[src/rtl/serial_subtractor.sv]
// serial_subtractor
// Bit-serial subtractor computing a - b - borrow_in, one bit per clock, LSB
// first. A start accepted in IDLE captures the operands; WIDTH clocks later
// the full difference and the final borrow appear together on diff and
// borrow_out, with a single-cycle done pulse.
//
// Ports:
//   clk        rising-edge clock
//   rst        synchronous active-high reset (highest priority)
//   start      request, sampled only in IDLE
//   a, b       minuend / subtrahend, captured when start is accepted
//   borrow_in  initial borrow, captured when start is accepted
//   busy       high while bits are being processed
//   done       single-cycle pulse when diff/borrow_out are updated
//   diff       registered a - b - borrow_in (mod 2^WIDTH)
//   borrow_out final borrow out of the MSB
//   ovf        two's-complement overflow flag (only with SERIAL_SUB_OVF_EN)
//
// Build option:
//   SERIAL_SUB_OVF_EN  when defined, adds the ovf output and its logic.

module serial_subtractor #(
    parameter int WIDTH = 8
) (
    input  logic             clk,
    input  logic             rst,
    input  logic             start,
    input  logic [WIDTH-1:0] a,
    input  logic [WIDTH-1:0] b,
    input  logic             borrow_in,
    output logic             busy,
    output logic             done,
    output logic [WIDTH-1:0] diff,
    output logic             borrow_out
`ifdef SERIAL_SUB_OVF_EN
    ,
    output logic             ovf
`endif
);

    localparam int CW = $clog2(WIDTH);
    localparam logic [CW-1:0] LAST = CW'(WIDTH - 1);

    typedef enum logic [1:0] {
        IDLE,
        SHIFT,
        DONE
    } state_t;

    state_t         state;
    logic [WIDTH-1:0] a_sh;
    logic [WIDTH-1:0] b_sh;
    logic             bq;
    logic [CW-1:0]    cnt;

    logic             x;
    logic             y;
    logic             d;
    logic             bq_next;
    logic [WIDTH-1:0] a_next;

    // Full subtractor on the current bit pair. The difference bit enters the
    // MSB of a_sh as the consumed minuend bit leaves the LSB, so after WIDTH
    // shifts a_sh holds the complete result without a separate register.
    always_comb begin
        x       = a_sh[0];
        y       = b_sh[0];
        d       = x ^ y ^ bq;
        bq_next = (~x & y) | (~(x ^ y) & bq);
        a_next  = {d, a_sh[WIDTH-1:1]};
    end

    always_ff @(posedge clk) begin
        if (rst) begin
            state      <= IDLE;
            a_sh       <= '0;
            b_sh       <= '0;
            bq         <= 1'b0;
            cnt        <= '0;
            busy       <= 1'b0;
            done       <= 1'b0;
            diff       <= '0;
            borrow_out <= 1'b0;
`ifdef SERIAL_SUB_OVF_EN
            ovf        <= 1'b0;
`endif
        end else begin
            case (state)
                IDLE: begin
                    if (start) begin
                        a_sh  <= a;
                        b_sh  <= b;
                        bq    <= borrow_in;
                        cnt   <= '0;
                        busy  <= 1'b1;
                        state <= SHIFT;
                    end
                end
                SHIFT: begin
                    a_sh <= a_next;
                    b_sh <= b_sh >> 1;
                    bq   <= bq_next;
                    cnt  <= cnt + 1'b1;
                    // On the last bit x and y are the captured operand MSBs
                    // and d is the result MSB, so overflow needs no extra flops.
                    if (cnt == LAST) begin
                        diff       <= a_next;
                        borrow_out <= bq_next;
`ifdef SERIAL_SUB_OVF_EN
                        ovf        <= (x != y) && (d != x);
`endif
                        busy       <= 1'b0;
                        done       <= 1'b1;
                        state      <= DONE;
                    end
                end
                DONE: begin
                    done  <= 1'b0;
                    state <= IDLE;
                end
                default: begin
                    busy  <= 1'b0;
                    done  <= 1'b0;
                    state <= IDLE;
                end
            endcase
        end
    end

endmodule
[config.mk]
export PLATFORM = sky130hd
export DESIGN_NAME = serial_subtractor
export DESIGN_NICKNAME = d
export VERILOG_FILES = /design/src/rtl/serial_subtractor.sv
export SDC_FILE = /design/constraint.sdc
export NUM_CORES = 1
export LEC_CHECK = 0
export BUFFER_PORTS_ARGS = -buffer_cell sky130_fd_sc_hd__buf_2
export CAP_MARGIN = 5
export CELL_PAD_IN_SITES_DETAIL_PLACEMENT = 0
export CELL_PAD_IN_SITES_GLOBAL_PLACEMENT = 1
export CORE_ASPECT_RATIO = 1.2
export CORE_MARGIN = 2
export CORE_UTILIZATION = 43
export CTS_CLUSTER_SIZE = 16
export DETAILED_ROUTE_END_ITERATION = 12
export GPL_TIMING_DRIVEN = 1
export PLACE_DENSITY = 0.9
export SKIP_LAST_GASP = 1
export SLEW_MARGIN = 15
export SYNTH_ARGS = -nofsm -noshare
export SYNTH_HDL_FRONTEND = slang
export SYNTH_SLANG_ARGS = --single-unit
[constraint.sdc]
create_clock -name clk -period 2.65 [get_ports clk]
set_input_delay 0.1325 -clock clk [delete_from_list [all_inputs] [get_ports clk]]
set_output_delay 0.1325 -clock clk [all_outputs]
set_load 0.1 [all_outputs]
==> results.json <==
{
  "outcome": "complete, no violations",
  "wl_met3_um": 164,
  "num_antenna_cells": 0,
  "synth_cell_types": 28,
  "grt_start_max_net_pins": 35,
  "p_leak_nw": 0.7043,
  "finalSetupTns_ns": 0,
  "clock_path_buffers": 2,
  "yosys_warnings": 0,
  "max_slew.worst_pin.slew_ns": 0.7101,
  "routedWlPerCell_um": 12.95,
  "cts_made_buffers": 5,
  "slew_violations": 0,
  "netlist_top_cells_area": "dfxtp_1 (44%), mux2i_1 (9.4%), a211oi_2 (9.3%)",
  "synthesis.nets": 177,
  "fmax_ghz": 0.5449,
  "met1_length_um": 1277,
  "peakVddDrop_mv": 0.4442,
  "grt_pass1_wl_um": 4554,
  "drive_gt1_share_pct": 28.73,
  "grt_pass1_vias": 1040,
  "htree_num_levels": 2,
  "slew_headroom_pct": 52.66,
  "dr.pass1.iters": 4,
  "drv_cap": 0,
  "power_per_cell_area_nw_per_um2": 687.7,
  "initial_utilization_pct": 44.53,
  "gr-total-overflow": 0,
  "hp-class": "input pin to register",
  "viasPerCell": 5.312,
  "n_fill_cell": 298,
  "grt_util_all_layers_pct": 15.45,
  "worstSetupStartpointType": "register",
  "synth.avg_cell_area_um2": 9.652,
  "finalSetupViolCount": 0,
  "synth_top_area_share_pct": 44.44,
  "syn_inst": 154,
  "finalClockSkew_ns": 0.007106,
  "antenna_found_initial": 0,
  "rsz0062_at_grt": "false",
  "top_layer_used": "met4",
  "ys_seq_area_share_pct": 44.44,
  "postRouteAntennaNets": 0,
  "drt_wl_total_um": 2823,
  "rows": 23,
  "remaining_drc_errors": 0,
  "syn_area_um2": 1486,
  "cts_root_buffer": "clkbuf_8",
  "die_x_um": 57.67,
  "fp.dieH_um": 68.41,
  "postCtsSetupRepairBufs": 0,
  "finalNetCount": 203,
  "gp_congestion": 0.7785,
  "cts_resized": 0,
  "cp_max_fo": 29,
  "cts_num_sinks": 33,
  "end_kind": "register",
  "final_util_pct": 51.54,
  "num_vias": 1158,
  "port_buffers": 30,
  "core_region_area_um2": 3338,
  "clk_latency_ns": 0.29,
  "wl_met2_um": 1322,
  "finalPower_mw": 1.183,
  "path_class": "register to register",
  "layout-area-overhead-vs-synth_pct": 15.74,
  "synth_top_cell_by_area": "dfxtp_1",
  "required_ns": 2.86,
  "drtIter0Drc": 26,
  "period_share_pct": 69.26,
  "period_minus_slack_ns": 1.835,
  "cts_tree": "yes",
  "dp_hpwl_um": 2015,
  "die-area_um2": 3945,
  "ys_ff_latch": 33,
  "arrival_ns": 2.05,
  "ios": 31,
  "hold_violations": 0,
  "cts.clk_slew.worst_paths_ns": 0.07,
  "cts_hold_buf": 0
}
cells in the mapped netlist:
cell type	number
buf_6	3
nor3_1	1
buf_2	3
a21oi_1	12
inv_1	4
o31ai_1	1
a211oi_1	3
nor4_1	3
and3b_1	1
buf_4	4
nor3b_1	3
or3b_2	1
ha_1	2
a32oi_1	1
nor2_1	23
nand2b_1	1
o21ba_2	1
nor2b_1	2
a22oi_1	2
mux2i_1	14
dfxtp_1	33
nand2_1	17
nor4b_1	3
clkbuf_1	2
fa_1	1
a211oi_2	11
o21bai_1	1
nand3b_2	1
routing by layer:
layer / global-route usage, % / up-vias
li1: - / 589
met1: 18.15 / 538
met2: 24.57 / 24
met3: 5.860 / 7
met4: 7.849 / 0
met5: 0 / -
stage by stage:
step	hold WS [ns]	instance area [µm²]	std cells	setup WS [ns]
finish	0.1706	1720	218	0.8147
global route	0.1938	1720	218	0.6443
CTS	0.1684	1720	218	0.8166
detailed placement	0.4461	1604	210	0.8139
global placement	0.4429	1604	210	0.9074
floorplan	0.3527	1486	154	1.070
cell usage in the layout, fill, tap and decap left out, drive strengths merged:
master   n
dfxtp   33
buf     31
nor2    23
nand2   17
mux2i   14
a211oi  14
a21oi   12
clkbuf   7
inv      4
nor4b    3
nor3b    3
nor4     3
nor2b    2
a22oi    2
ha       2
o21ba    1
a32oi    1
o21bai   1
and3b    1
nand3b   1
nor3     1
or3b     1
o31ai    1
nand2b   1
fa       1
bufinv   1
worst max-delay path, stage by stage (launching register included):
cell      delay [ns]
dfxtp_1         0.74
o21ba_2         0.68
nor2_1          0.11
a211oi_2        0.22
path summary, 6_finish.rpt:
path | slack (ns) | cells past startpoint | to | start
setup / recovery | 0.81 | 3 | a_sh[2] | state[0]
hold / removal | 0.17 | 3 | b_sh[7] | b[7]
setup reg to reg | 0.81 | 3 | a_sh[2] | state[0]
hold reg to reg | 0.45 | 2 | diff[4] | diff[4]
final cells by class:
cell class              instances  area [µm²]  area share (%)
clock buffers                   7       86.33           5.018
clock inverters                 1       30.03           1.745
inverters                       4       15.01          0.8727
multi-input cells             105       724.4           42.11
flip-flops and latches         33       660.6           38.40
well taps                      37       46.29           2.691
repair buffers                 31       157.7           9.164
sequential cells by signal (all words and copies together) (netlist names):
signal / flops
borrow_out: 1
busy: 1
b_sh: 8
a_sh: 8
done: 1
cnt: 3
diff: 8
bq: 1
state: 2
kinds of logic (layout without fill, tap and decap cells):
family                   count (synthesis)  in the layout  share of synthesized area, %
AND/OR/NAND/NOR                         56             56                         18.18
flip-flops                              33             33                         44.44
AO/OA/AOI/OAI                           32             32                         18.10
buffers and inverters                   16             43                         6.818
multiplexers                            14             14                         9.427
adder cells (fa/ha/maj)                  3              3                         3.030
power by group:
group          switching (mW)  internal, mW
clock network           0.178         0.306
registers              0.0259         0.526
logic                  0.0834        0.0633
total                   0.287         0.896
No activity file was read; power rests on OpenSTA's default activity.
